<file path="src/rtl/adat_pkg.sv">
// Shared definitions for the ADAT frame generator and checker.
package adat_pkg;

  localparam int          PAT_LEN     = 28;
  localparam logic [27:0] DEF_PATTERN = 28'h6CC1555;

  typedef enum logic [1:0] {
    HUNT   = 2'd0,
    VERIFY = 2'd1,
    LOCK   = 2'd2
  } state_e;

endpackage

</file>
<file path="src/rtl/adat_sat_cntr.sv">
// Saturating up-counter with synchronous clear that wins over increment.
module adat_sat_cntr #(
  parameter int W = 16
) (
  input  logic         clk_i,
  input  logic         rst_i,
  input  logic         inc_i,
  input  logic         clr_i,
  output logic [W-1:0] cnt_o
);

  logic [W-1:0] cnt_q, cnt_d;

  // Next count: clear first, then increment unless already at all-ones.
  always_comb begin
    cnt_d = cnt_q;
    if (clr_i) begin
      cnt_d = '0;
    end else if (inc_i && (cnt_q != '1)) begin
      cnt_d = cnt_q + W'(1);
    end
  end

  // Count register.
  // NOTE: sequential state uses non-blocking assignments so every flop
  // samples pre-edge values regardless of process evaluation order.
  always_ff @(posedge clk_i or posedge rst_i) begin
    if (rst_i) cnt_q <= '0;
    else       cnt_q <= cnt_d;
  end

  assign cnt_o = cnt_q;

endmodule

</file>
<file path="src/rtl/adat_check.sv">
// ADAT reference-pattern checker: hunts for frame alignment, verifies it
// over further frames, then counts bit errors while locked.
module adat_check
  import adat_pkg::*;
#(
  parameter logic [PAT_LEN-1:0] PATTERN  = DEF_PATTERN,
  parameter int                 LOSS_THR = 4,
  parameter int                 VERIFY_N = 2
) (
  input  logic        clock,
  input  logic        reset,
  input  logic        adat_be,
  input  logic        data_valid,
  input  logic        clear,
  output logic        locked,
  output logic        bit_err,
  output logic [15:0] err_cnt,
  output logic [23:0] bit_cnt
);

  localparam logic [4:0] PHASE_LAST = 5'(PAT_LEN - 1);

  state_e               state_q, state_d;
  logic [PAT_LEN-1:0]   win_q, win_d, win_next;
  logic [4:0]           phase_q, phase_d;
  logic [7:0]           match_q, match_d;
  logic [7:0]           ferr_q, ferr_d, ferr_next;
  logic                 bit_err_q, bit_err_d;
  logic                 pat_hit, exp_bit, mismatch;
  logic                 inc_bit, inc_err;

  assign win_next = {win_q[PAT_LEN-2:0], adat_be};
  assign pat_hit  = (win_next == PATTERN);
  assign exp_bit  = PATTERN[PHASE_LAST - phase_q];
  assign mismatch = (adat_be != exp_bit);
  assign ferr_next = ferr_q + {7'd0, mismatch};

  // Next-state, alignment tracking and per-bit statistics strobes.
  // NOTE: every always_comb output gets a default first, so no path can
  // leave it unassigned and infer a latch.
  always_comb begin
    state_d   = state_q;
    win_d     = win_q;
    phase_d   = phase_q;
    match_d   = match_q;
    ferr_d    = ferr_q;
    bit_err_d = 1'b0;
    inc_bit   = 1'b0;
    inc_err   = 1'b0;

    if (data_valid) begin
      win_d = win_next;
      unique case (state_q)
        HUNT: begin
          if (pat_hit) begin
            state_d = VERIFY;
            phase_d = '0;
            match_d = 8'd1;
          end
        end
        VERIFY: begin
          if (phase_q == PHASE_LAST) begin
            phase_d = '0;
            if (!pat_hit) begin
              state_d = HUNT;
              match_d = '0;
            end else if (match_q == 8'(VERIFY_N)) begin
              state_d = LOCK;
              match_d = '0;
            end else begin
              match_d = match_q + 8'd1;
            end
          end else begin
            phase_d = phase_q + 5'd1;
          end
        end
        LOCK: begin
          inc_bit   = 1'b1;
          inc_err   = mismatch;
          bit_err_d = mismatch;
          if (ferr_next == 8'(LOSS_THR)) begin
            state_d = HUNT;
            phase_d = '0;
            ferr_d  = '0;
          end else if (phase_q == PHASE_LAST) begin
            phase_d = '0;
            ferr_d  = '0;
          end else begin
            phase_d = phase_q + 5'd1;
            ferr_d  = ferr_next;
          end
        end
        default: begin
          state_d = HUNT;
          phase_d = '0;
          match_d = '0;
          ferr_d  = '0;
        end
      endcase
    end
  end

  // State, window, phase and frame-error registers.
  always_ff @(posedge clock or posedge reset) begin
    if (reset) begin
      state_q   <= HUNT;
      win_q     <= '0;
      phase_q   <= '0;
      match_q   <= '0;
      ferr_q    <= '0;
      bit_err_q <= 1'b0;
    end else begin
      state_q   <= state_d;
      win_q     <= win_d;
      phase_q   <= phase_d;
      match_q   <= match_d;
      ferr_q    <= ferr_d;
      bit_err_q <= bit_err_d;
    end
  end

  adat_sat_cntr #(.W(16)) u_err_cnt (
    .clk_i (clock),
    .rst_i (reset),
    .inc_i (inc_err),
    .clr_i (clear),
    .cnt_o (err_cnt)
  );

  adat_sat_cntr #(.W(24)) u_bit_cnt (
    .clk_i (clock),
    .rst_i (reset),
    .inc_i (inc_bit),
    .clr_i (clear),
    .cnt_o (bit_cnt)
  );

  assign locked  = (state_q == LOCK);
  assign bit_err = bit_err_q;

endmodule

</file>
<file path="config.mk">
export PLATFORM = sky130hd
export DESIGN_NAME = adat_check
export DESIGN_NICKNAME = d
export VERILOG_FILES = /design/src/rtl/adat_pkg.sv /design/src/rtl/adat_sat_cntr.sv /design/src/rtl/adat_check.sv
export SDC_FILE = /design/constraint.sdc
export NUM_CORES = 1
export LEC_CHECK = 0
export CORE_AREA = 4 4 94 96
export DETAILED_ROUTE_END_ITERATION = 8
export DIE_AREA = 0 0 98 100
export GPL_ROUTABILITY_DRIVEN = 1
export PLACE_DENSITY = 0.84
export SLEW_MARGIN = 20
export SYNTH_ARGS = -nofsm -noshare
export SYNTH_HDL_FRONTEND = slang
export SYNTH_HIERARCHICAL = 1
export SYNTH_SLANG_ARGS = --single-unit
export TNS_END_PERCENT = 100
</file>
<file path="constraint.sdc">
create_clock -name clock -period 8.6 [get_ports clock]
set_input_delay 0.86 -clock clock [delete_from_list [all_inputs] [get_ports clock]]
set_output_delay 0.86 -clock clock [all_outputs]
set_load 0.05 [all_outputs]
</file>
# ---- Yosys cells after proc, flatten, opt, wreduce, memory -nomap -nowiden
# Memory sizes are Yosys's and may differ from the RTL's.
# Index checks and enable logic that the tools add are counted.
# Widths: inputs -> output; s select.
dict set report classes {
  reduce_logical 10
  n_lt_le_gt_ge 1
  eq_ne 13
  n_mux 27
  n_bitwise 2
  n_addsub 6
}
# cell n
set ops {}
lappend ops {{$mux 24} 2}
lappend ops {{$mux 8} 6}
lappend ops {{$mux 16} 2}
lappend ops {{$eq 28x27->1 const B} 1}
lappend ops {{$add 24x1->24 const B} 1}
lappend ops {{$ne 24x24->1 const B} 1}
lappend ops {{$pmux 8 s3} 1}
lappend ops {{$add 16x1->16 const B} 1}
lappend ops {{$ne 16x16->1 const B} 1}
lappend ops {{$pmux 8 s2} 1}
lappend ops {{$mux 5} 3}
lappend ops {{$pmux 5 s3} 1}
lappend ops {{$mux 2} 5}
lappend ops {{$add 8x1->8} 1}
lappend ops {{$add 8x1->8 const B} 1}
lappend ops {{$eq 8x2->1 const B} 1}
lappend ops {{$eq 8x3->1 const B} 1}
lappend ops {{$lt 5x6->1 const B} 1}
lappend ops {{$pmux 2 s3} 1}
lappend ops {{$add 5x1->5 const B} 1}
lappend ops {{$eq 5x5->1 const B} 1}
lappend ops {{$mux 1} 5}
lappend ops {{$reduce_and 5->1} 1}
lappend ops {{$sub 5x5->5 const A} 1}
lappend ops {{13 further kinds} 18}
dict set report word_totals {
  n_memories 1
  output_inout_bits 42
  word_cells 68
  mem_bits_ro 32
  reg_bits 91
  input_bits 5
}
# memory words word_bits read_ports rd_ports_with_merged_regs write_ports line_no
set memory_table {}
lappend memory_table {{(name not given)} 32 1 1 0 0 adat_check.sv:34} ;# assign exp_bit = PATTERN[PHASE_LAST - phase_q];

# ---- Logic depth before layout (Yosys ltp)
# Gate-level depths: netlist of run 1.
dict set report depth {
  ltp_word 9
  ltp_mapped 13
  mapped_depth_nobuf 13
}

# ---- Hierarchy
# Netlist of run 1, hierarchy kept.
# mod cells_each area_per_inst_um2 seq_area_each_um2 n_inst
set by_module_without_submodules {}
lappend by_module_without_submodules {adat_check 233 2643.8 1276.2 1}
lappend by_module_without_submodules {{adat_sat_cntr (u_bit_cnt)} 140 1307.5 600.6 1}
lappend by_module_without_submodules {{adat_sat_cntr (u_err_cnt)} 101 932.1 400.4 1}

# ---- Worst setup path after synthesis of run 1
# Ideal clock, no wire load.
dict set report synth_path {
  path_kind {reg-to-reg}
  from {register phase_q[2]}
  to {register state_q[0]}
  path_buffers 0
  arrival_ns 2.996
  synth_period_minus_slack_ns 3.120
  slack_ns 5.480
  setup_ns 0.125
  path_stages_with_launch 14
  required_time_ns 8.475
  path_cell_list {dfrtp_1 > inv_1 > ha_1 > a21boi_0 > a311oi_1 > a21oi_1 > xor2_1 > ha_1 > ha_1 > or4_1 > nor2_1 > and4_1 > o2111ai_1 > mux2_2}
}
dict set report synth_between {
  elab_chain_cells 8
  word_cells_on_any_way 10
  cone_classes {add/sub (2); eq/ne (5); mux (1); reduce/logical (1); memory (1)}
}
# element line_no
set synth_lines {}
lappend synth_lines {{start: declaration} adat_check.sv:25} ;# logic [4:0] phase_q, phase_d;
lappend synth_lines {{start signal: assignment} adat_check.sv:115} ;# phase_q <= phase_d;
lappend synth_lines {{$sub 5x5->5} adat_check.sv:34}
lappend synth_lines {{$mem_v2 32x1} n/a}
lappend synth_lines {{$mux 1 (not written as such)} adat_check.sv:34}
lappend synth_lines {{$ne 1x1->1} adat_check.sv:35} ;# assign mismatch = (adat_be != exp_bit);
lappend synth_lines {{$add 8x1->8} adat_check.sv:36} ;# assign ferr_next = ferr_q + {7'd0, mismatch};
lappend synth_lines {{$eq 8x3->1} adat_check.sv:81} ;# if (ferr_next == 8'(LOSS_THR)) begin
lappend synth_lines {{$ne 2x1->1 (no source line)} n/a}
lappend synth_lines {{$reduce_and 5->1 (no source line) (*)} n/a}
lappend synth_lines {{end signal: assignment} adat_check.sv:113} ;# state_q <= state_d;
lappend synth_lines {{end: declaration} adat_check.sv:23} ;# state_e state_q, state_d;
# Mark *: on every way between the ends. The rest lies on a longest branch, timed or not. The select of a mux whose other input is x is not followed.
# A chain may end at the register's enable or synchronous reset.

# ---- Final worst setup path of run 1
dict set report layout_path {
  from {register phase_q[2]}
  to {register state_q[1]}
}
# The elaborated chain is that of the path after synthesis.

==> metrics.md, run 1 <==
| Metric | Value |
|---|---|
| Initial core utilization | `60.7%` |
| Slowest cell delay on critical path | `roughly 0.44 ns` |
| CTS Buf Count | `9` |
| Startpoint Class | `flop` |
| First-pass GRT wire length | `17,600 um` |
| Worst rel slew slack | `39.1%` |
| Post-Synth XOR/XNOR Area | `under 10%` |
| Mux cell area share after synthesis | `8.48%` |
| Yosys reg bits | `just over 90` |
| Final setup violation count | `0` |
| Fraction of registers with async set/reset | `100%` |
| Pre-antenna DRT Iters | `5` |
| Simple-Gate Fraction of Synth Area | `23.4%` |
| # clock sinks | `91` |
| Maximum vdd drop | `between 0.0001 and 0.00015 V` |
| 1st-iter DRT viols | `209` |
| Critical path class | `flop to flop` |
| DIE HEIGHT | `100 um` |
| DR DRC count | `0` |
| Critical Path AT | `a little under 4 ns` |
| Vias in the first global route | `3,836` |
| Clock Tree Root | `clkbuf_8` |
| Setup repair bufs after CTS | `0` |
| Fill cells | `607` |
| Post-synth EDFFs | `0` |
| Main synth FF type | `dfrtp_1` |
| Synthesized area per cell | `~10 um2` |
| Worst path cell trace | `inv_1 > ha_1 > a21boi_0 > a311oi_1 > a21oi_1 > xor2_1 > ha_1 > ha_1 > or4_1 > nor2_1 > and4_1 > o2111ai_1 > mux2_2` |
| Via density | `6.37` |
| P&R area growth vs syn | `15.5%` |
| Status | `completed` |
| I/O pin count | `47` |
| Final Max Tran Viols | `0` |
| Post-DRT Antenna Nets | `0` |
| H-tree levels | `3` |
| Die area | `a little under 10,000 um2` |
| WP buf/inv | `1` |
| DP HPWL | `approximately 7000 um` |
| Critical path's top delay family | `simple AND/OR/NAND/NOR gates` |
| Seq/Total Area, Yosys | `a little under half` |
| Min Tclk post-route | `3.65 ns` |
| Adder-cell share of the synthesized area | `3.07%` |
| Fin Setup TNS | `0 ns` |
| Worst min-delay path class | `flop to flop` |
| Setup ws final | `4.95 ns` |
| Most used cell, CP | `ha_1` |
| Worst slew pin tran | `around 0.91 ns` |
| Global route total overflow | `0` |
| Largest family of logic cells by synthesized area | `simple AND/OR/NAND/NOR gates` |
| Unrepaired setup endpoints after global routing | `no` |
| Syn Inst Count | `474` |
| CTS tree | `built` |
| Max-cap violations | `0` |
| Clk Latency, worst-skew pair | `0.36 ns` |
| Resized Gates After CTS | `0` |
| Maximum operating frequency | `274 MHz` |
| Gr usage total | `21.5%` |
| Initial antenna violation count | `0` |
| Post-CTS Hold Buffers | `0` |
| NumNets Final | `536` |
| Die width | `98 um` |
| Share of layout cells above drive strength 1 | `13.9%` |
| Row count | `33` |
| Tcrit/Tclk final | `42.4%` |
| Final Hold Fails | `0` |
| Place WS | `4.92 ns` |
| # diodes | `0` |
| Mapped Nets | `491` |
| Critical path capture point type | `flop` |
| WL final | `between 10,000 and 15,000 um` |
| Worst EP required | `just under 9 ns` |
| CTS max path bufs | `2` |
| CTS clk-pin slew, worst paths | `0.09 ns` |
| Yosys cell types | `62` |
| Leakage Power | `2.23 nW` |
| Yosys warnings | `6` |
| Worst path slowest cell | `or4_1` |
| Core Area | `just over 8000 um2` |
| Power density over cell area | `roughly 160 nW/um2` |
| Mapped Area | `4880 um2` |
| Worst Skew | `roughly 0.013 ns` |
| Routed len/inst | `16.2 um` |
| IO buf count | `46` |
| Total number of vias | `4,008` |
| Complex-gate fraction of the synthesized area | `13.4%` |
| Largest net degree at the start of global routing | `between 50 and 60` |
| Max FO, Critical Path | `5` |
| Gpl congestion | `0.954` |
==> layout by cell type, fill, tap and decap left out, types with 5 or more instances in the layout <==
cell	count
clkbuf_8	9
nand2_1	23
nand3_1	24
o2bb2ai_1	7
dfrtp_1	91
nor2_1	26
nor3_1	10
nand4_1	13
clkdlybuf4s50_1	46
nor2b_1	8
and4_1	6
and3_1	9
o31ai_1	11
o21ai_0	14
or4_1	13
a31oi_1	9
or3_1	16
ha_1	12
o21ai_1	6
mux2_2	34
inv_1	16
and2_1	5
o211ai_1	5
xnor2_1	8
nor4_1	6
a21oi_1	30
nand2b_1	6
==> cells in the mapped netlist, drive strengths merged, types with 2 or more instances <==
cell,instances,area share [%]
dfrtp,91,47
mux2,35,8.1
a21oi,30,3.1
nor2,26,2.0
nand3,24,2.5
nand2,23,1.8
o21ai,21,2.2
inv,17,1.3
or3,17,2.2
or4,16,2.6
nand4,15,2.4
ha,12,3.1
nor3,11,1.2
o31ai,11,1.7
a31oi,9,1.2
and3,9,1.2
clkbuf,8,0.64
nor2b,8,1.0
xnor2,8,1.4
buf,7,0.90
o2bb2ai,7,1.3
and4,6,1.1
nand2b,6,0.77
nor4,6,0.77
and2,5,0.64
o211ai,5,0.77
and4bb,4,1.0
nand3b,4,0.61
a22o,3,0.54
a311oi,3,0.54
nor4b,3,0.79
o22ai,3,0.38
xor2,3,0.54
mux2i,2,0.41
o41ai,2,0.36
or4b,2,0.41
==> worst min-delay path, cell delays in order (launching register included) <==
cell and delay (ns):
dfrtp_1 0.38, nand2_1 0.06, o31ai_1 0.06
==> power breakdown <==
part	internal [W]	switching, W	total (W)
clock network	0.000143	0.000167	0.000310
registers	0.000482	0.0000402	0.000522
logic	0.0000573	0.0000353	0.0000926
total	0.000682	0.000242	0.000924
==> layout make-up <==
type                    instances  area [um2]  share of cell area, %
repair buffers                 50         490                   8.70
clock inverters                 7        95.1                   1.69
inverters                      17        63.8                   1.13
well taps                     105         131                   2.33
flip-flops and latches         91        2280                   40.4
clock buffers                   9         124                   2.20
multi-input cells             350        2460                   43.6
==> worst paths after layout <==
path                                  from                  end  slack (ns)  depth (start not counted)
worst max-delay path            phase_q[2]           state_q[1]        4.95                         13
min in group asynchronous            reset  u_err_cnt/cnt_o[12]        0.96                          2
worst min-delay path             ferr_q[7]            ferr_q[7]        0.52                          2
max in group asynchronous            reset   u_bit_cnt/cnt_o[1]        6.95                          2
worst max register to register  phase_q[2]           state_q[1]        4.95                         13
worst min register to register   ferr_q[7]            ferr_q[7]        0.52                          2
==> per-stage QoR <==
| step | power (W) | instance area (um2) | hold WS, ns | utilization, % | std cells |
|---|---|---|---|---|---|
| after floorplan | 0.000594 | 4880 | 0.456 | - | 474 |
| after global placement | 0.000614 | 5420 | 0.480 | 67.3 | 613 |
| after detailed placement | 0.000625 | 5420 | 0.490 | 67.3 | 613 |
| after CTS | 0.000933 | 5640 | 0.510 | 70.1 | 629 |
| after global routing | 0.000971 | 5640 | 0.528 | 70.1 | 629 |
| final | 0.000924 | 5640 | 0.521 | 70.1 | 629 |
==> cells by family after synthesis <==
family / after synthesis
multiplexers: 37
AND/OR/NAND/NOR: 188
flip-flops: 91
XOR/XNOR: 11
AO/OA/AOI/OAI: 102
buffers and inverters: 33
adder cells (fa/ha/maj): 12
==> sequential cells by signal, indices dropped and copies added (netlist names) <==
name             cells
u_bit_cnt/cnt_o     24
ferr_q               8
state_q              2
phase_q              5
match_q              8
win_q               27
u_err_cnt/cnt_o     16
bit_err              1
==> per-layer routing <==
metal  track usage (%)  part of all wire (%)  vias to the layer above  wire (um)
li1                  -                     -                     1891          -
met1              27.9                    43                     1968       4410
met2              37.0                    50                      128       5140
met3              4.03                   4.9                       21        498
met4              6.60                   1.5                        0        155
met5                 0                     0                        -          0
(Power assumes the default switching activity.)
==> run 2, diff against run 1 <==
Settings changed: CORE_AREA 4 4 94 96 to 4 4 98 100, DIE_AREA 0 0 98 100 to 0 0 102 104, PLACE_DENSITY 0.84 to 0.78.
Clock period 8.6 ns to 3.78 ns, I/O delays scaled along.
==> metrics.md, run 2 (synthesis gave the netlist of run 1 again) <==
| Metric | Value |
|---|---|
| Status | `completed` |
| IO buf count | `46 (unchanged)` |
| CTS Buf Count | `9 (unchanged)` |
| Initial core utilization | `56.3% (-4.4 points)` |
| Tcrit/Tclk final | `92.2% (+50 points)` |
| CTS max path bufs | `2 (unchanged)` |
| Largest net degree at the start of global routing | `52 (unchanged)` |
| # clock sinks | `91 (unchanged)` |
| Dpl cell area | `5420 um2 (about the same)` |
| DR DRC count | `0 (unchanged)` |
| Clock Tree Root | `clkbuf_8` |
| Setup ws final | `0.294 ns (-4.66 ns)` |
| Top reg by flops | `win_q` |
| H-tree levels | `3 (unchanged)` |
| Fin Setup TNS | `0 ns (unchanged)` |
| Max FO, Critical Path | `5 (unchanged)` |
| Pre-antenna DRT Iters | `4 (-1)` |
| Share of layout cells above drive strength 1 | `13.8% (-0.16 points)` |
| Total number of vias | `3,907 (-2.5%)` |
| Fill cells | `701 (+15%)` |
| Die width | `102 um (+4.1%)` |
| Post-DRT Antenna Nets | `0 (unchanged)` |
| First-pass GRT wire length | `18,000 um (+2.5%)` |
| Place WS | `0.311 ns (-4.61 ns)` |
| # diodes | `0 (unchanged)` |
| DP HPWL | `7220 um (+1.0%)` |
| GR Layer Usage met1 | `27.3% (-0.55 points)` |
| Global route total overflow | `0 (unchanged)` |
| Most frequent cells in the layout | `dfrtp_1, clkdlybuf4s50_1, mux2_2` |
| Maximum vdd drop | `0.000364 V (+190%)` |
| GRT met2 Usage | `33.9% (-3.1 points)` |
| Leakage Power | `2.22 nW (-0.59%)` |
| Unrepaired setup endpoints after global routing | `no` |
| NumNets Final | `535 (-0.19%)` |
| WL final | `10,300 um (+0.99%)` |
| Startpoint Class | `flop` |
| Critical Path AT | `3.74 ns (-0.15 ns)` |
| CTS clk-pin slew, worst paths | `0.10 ns (about the same)` |
| Final Max Tran Viols | `0 (unchanged)` |
| Maximum operating frequency | `287 MHz (+4.7%)` |
| Min Tclk post-route | `3.49 ns (-0.164 ns)` |
| Via density | `6.19 (-2.8%)` |
| Worst rel slew slack | `36.5% (-2.6 points)` |
| Setup repair bufs after CTS | `0 (unchanged)` |
| Worst min-delay path class | `primary input to async pin` |
| Core Area | `8680 um2 (+7.8%)` |
| Final Hold Fails | `0 (unchanged)` |
| Busiest metal layer after global routing | `met2` |
| GRT met3 Usage | `4.43% (+0.40 points)` |
| Vias in the first global route | `3,851 (+0.39%)` |
| 1st-iter DRT viols | `262 (+25%)` |
| Clk Latency, worst-skew pair | `0.37 ns (about the same)` |
| Most common cell after layout, fill and taps aside | `dfrtp_1` |
| Gpl congestion | `0.876 (-8.2%)` |
| Critical path class | `flop to flop` |
| Initial antenna violation count | `0 (unchanged)` |
| Gr usage total | `20.5% (-1.0 points)` |
| Final Core Density | `64.7% (-5.3 points)` |
| CTS tree | `built` |
| Design Area, Final | `5620 um2 (-0.38%)` |
| Worst slew pin tran | `0.951 ns (+0.0390 ns)` |
| Critical path capture point type | `flop` |
| DIE HEIGHT | `104 um (+4.0%)` |
| P&R area growth vs syn | `15.1%` |
| Row count | `34 (+3.0%)` |
| Worst Skew | `0.0126 ns (-0.0000239 ns)` |
| Largest register FFs | `27 (unchanged)` |
| Worst EP required | `4.03 ns (-4.81 ns)` |
| Die area | `10,600 um2 (+8.2%)` |
| Routed len/inst | `16.3 um (+0.67%)` |
| Final setup violation count | `0 (unchanged)` |
| I/O pin count | `47 (unchanged)` |
| Max-cap violations | `0 (unchanged)` |
| Power density over cell area | `366 nW/um2 (+120%)` |
## run 2: repair_timing
action	CTS	global route
setup endpoints to repair	0	2
hold buffers	0	0
gates resized for setup	0	1
endpoints found under the hold margin	0	0
## run 2: worst paths after layout
kind                            start             endpoint  slack [ns]  depth (start not counted)
setup reg to reg           phase_q[2]           state_q[1]        0.29                         13
setup / recovery           phase_q[2]           state_q[1]        0.29                         13
min in group clock          win_q[26]            win_q[26]        0.52                          1
hold reg to reg             win_q[26]            win_q[26]        0.52                          1
hold / removal                  reset  u_err_cnt/cnt_o[12]        0.47                          2
max in group asynchronous       reset  u_bit_cnt/cnt_o[19]        2.60                          2
## run 2: cell type report
| cell class | instances | area [um2] | share of cell area [%] |
|---|---|---|---|
| tap | 108 | 135 | 2.40 |
| inverter | 17 | 65.1 | 1.16 |
| timing repair buffer | 49 | 483 | 8.59 |
| sequential | 91 | 2280 | 40.5 |
| clock inverter | 7 | 76.3 | 1.36 |
| multi-input combinational | 350 | 2460 | 43.8 |
| clock buffer | 9 | 124 | 2.20 |
## run 2: report_power, final
group	internal [W]	total [W]	switching, W	leakage, nW
combinational	0.000130	0.000209	0.0000794	0.902
sequential	0.00110	0.00119	0.0000920	1.21
clock	0.000263	0.000659	0.000396	0.103
## run 2: layer usage
metal  vias to the layer above  wire length [um]
met5                         -                 0
met4                         0                89
met3                         7               448
met2                        84              5120
met1                      1935              4650
li1                       1881                 -
## run 2: worst max-delay path, cell delays in order (launching register included)
cell,delay (ns)
dfrtp_1,0.43
inv_1,0.10
ha_1,0.35
a21boi_1,0.10
a311oi_1,0.27
a21oi_1,0.09
xor2_1,0.21
ha_1,0.25
ha_1,0.26
or4_1,0.43
nor2_1,0.15
and4_1,0.28
o2111ai_1,0.16
mux2_2,0.31
## run 2: through the flow
stage	hold slack (ns)	instances	total power, W
2_1_floorplan	0.292	474	0.00135
3_3_place_gp	0.483	615	0.00140
3_5_place_dp	0.486	615	0.00142
4_1_cts	0.476	631	0.00208
5_1_grt	0.534	631	0.00216
6_report	0.471	631	0.00206
==> run 3, diff against run 2 <==
Settings changed: SLEW_MARGIN 20 to default.
==> metrics.md, run 3 (synthesis gave the netlist of run 1 again) <==
| Metric | Value |
|---|---|
| Maximum vdd drop | `0.000364 V (about the same)` |
| Leakage Power | `2.22 nW (about the same)` |
| Routed len/inst | `16.3 um (about the same)` |
| Row count | `34 (unchanged)` |
| Final setup violation count | `0 (unchanged)` |
| Design Area, Final | `5620 um2 (about the same)` |
| Final Core Density | `64.7% (about the same)` |
| Critical Path AT | `3.74 ns (about the same)` |
| Max-cap violations | `0 (unchanged)` |
| Final Max Tran Viols | `0 (unchanged)` |
| Most common cell after layout, fill and taps aside | `dfrtp_1` |
| Final Power | `0.00206 W (about the same)` |
| Post-DRT Antenna Nets | `0 (unchanged)` |
| I/O pin count | `47 (unchanged)` |
| Final Hold Fails | `0 (unchanged)` |
| Worst rel slew slack | `29.9% (-6.6 points)` |
| Resized Gates After CTS | `0 (unchanged)` |
| Switching pwr | `0.000567 W (about the same)` |
| Critical path class | `flop to flop` |
| WL final | `10,300 um (about the same)` |
| Switching share of total power | `27.6% (about the same)` |
| Status | `completed` |
| Clock Tree Root | `clkbuf_8` |
| NumNets Final | `535 (unchanged)` |
| Gr usage total | `20.5% (unchanged)` |
| Internal power | `0.00149 W (about the same)` |
| Part of the power in registers | `57.8% (about the same)` |
| DR DRC count | `0 (unchanged)` |
| CTS Buf Count | `9 (unchanged)` |
| Die width | `102 um (unchanged)` |
| Setup repair bufs after CTS | `0 (unchanged)` |
| Post-CTS Hold Buffers | `0 (unchanged)` |
| IO buf count | `46 (unchanged)` |
| First-pass GRT wire length | `18,000 um (unchanged)` |
| Worst R2R Path Depth | `13 (unchanged)` |
| Largest register FFs | `27 (unchanged)` |
| CTS tree | `built` |
| Global route total overflow | `0 (unchanged)` |
| Share of layout cells above drive strength 1 | `13.8% (unchanged)` |
| Initial core utilization | `56.3% (unchanged)` |
| Unrepaired setup endpoints after global routing | `no` |
| Critical path capture point type | `flop` |
| Setup ws final | `0.294 ns (unchanged)` |
| # clock sinks | `91 (unchanged)` |
| CTS clk-pin slew, worst paths | `0.10 ns (about the same)` |
| DP HPWL | `7220 um (unchanged)` |
| Top reg by flops | `win_q` |
| Place WS | `0.311 ns (unchanged)` |
| Maximum operating frequency | `287 MHz (unchanged)` |
| H-tree levels | `3 (unchanged)` |
| Vias in the first global route | `3,851 (unchanged)` |
| Via density | `6.19 (unchanged)` |
| Power density over cell area | `366 nW/um2 (about the same)` |
| Max FO, Critical Path | `5 (unchanged)` |
| Clk Latency, worst-skew pair | `0.37 ns (about the same)` |
| Fill cells | `701 (unchanged)` |
| Gpl congestion | `0.876 (unchanged)` |
| Pre-antenna DRT Iters | `4 (unchanged)` |
| Total number of vias | `3,907 (unchanged)` |
| # diodes | `0 (unchanged)` |
| Most frequent cells in the layout | `dfrtp_1, clkdlybuf4s50_1, mux2_2` |
| Largest net degree at the start of global routing | `52 (unchanged)` |
| Dpl cell area | `5420 um2 (unchanged)` |
| Initial antenna violation count | `0 (unchanged)` |
| Fin Setup TNS | `0 ns (unchanged)` |
| Worst slew pin tran | `1.05 ns (+0.0991 ns)` |
| P&R area growth vs syn | `15.0% (about the same)` |
| Die area | `10,600 um2 (unchanged)` |
| Min Tclk post-route | `3.49 ns (unchanged)` |
| Worst Skew | `0.0126 ns (unchanged)` |
| Tcrit/Tclk final | `92.2% (unchanged)` |
| Worst min-delay path class | `primary input to async pin` |
| Startpoint Class | `flop` |
| DIE HEIGHT | `104 um (unchanged)` |
| Combinational share of power | `10.2% (about the same)` |
| Worst EP required | `4.03 ns (about the same)` |
| Clock group share of total power | `32.1% (about the same)` |
| 1st-iter DRT viols | `262 (unchanged)` |
| CTS max path bufs | `2 (unchanged)` |
| Core Area | `8680 um2 (unchanged)` |
## run 3: changes by cell type in the layout (fill, tap and decap cells not counted)
cell      change
clkinv_2      -1
inv_2         +1
## run 3: power groups by stage
stage | sequential, W | clock (W) | combinational, W
after floorplan | 0.00117 | 0 | 0.000179
after global placement | 0.00119 | 0 | 0.000201
after detailed placement | 0.00121 | 0 | 0.000212
after CTS | 0.00119 | 0.000678 | 0.000213
after global routing | 0.00121 | 0.000723 | 0.000232
final | 0.00119 | 0.000659 | 0.000209
## run 3: area by class of cell
cell class	count	area, um2	share of cell area (%)
Multi-Input combinational cell	350	2460	43.8
Clock buffer	9	124	2.20
Timing Repair Buffer	49	483	8.60
Tap cell	108	135	2.41
Clock inverter	7	76.3	1.36
Sequential cell	91	2280	40.5
Inverter	17	63.8	1.14
## run 3: layer usage
layer / up-vias / GRT usage, % / routed length (um)
li1: 1881 / - / -
met1: 1935 / 27.3 / 4650
met2: 84 / 33.9 / 5120
met3: 7 / 4.43 / 448
met4: 0 / 4.87 / 89
met5: - / 0 / 0
## run 3: final timing paths
path                       startpoint             endpoint  slack (ns)
max in group asynchronous       reset           match_q[2]        2.49
min                             reset  u_err_cnt/cnt_o[12]        0.47
max                        phase_q[2]           state_q[1]        0.29
max reg2reg                phase_q[2]           state_q[1]        0.29
min in group clock          win_q[26]            win_q[26]        0.52
min reg2reg                 win_q[26]            win_q[26]        0.52
## run 3: stage by stage
stage	instances	hold WS, ns
after floorplan	474	0.292
after global placement	615	0.483
after detailed placement	615	0.486
after CTS	631	0.476
after global routing	631	0.534
final	631	0.467
## run 3: critical path, cell delays in order (launching register included)
cell	delay, ns
dfrtp_1	0.43
inv_1	0.10
ha_1	0.35
a21boi_1	0.10
a311oi_1	0.27
a21oi_1	0.09
xor2_1	0.21
ha_1	0.25
ha_1	0.26
or4_1	0.43
nor2_1	0.15
and4_1	0.28
o2111ai_1	0.16
mux2_2	0.31
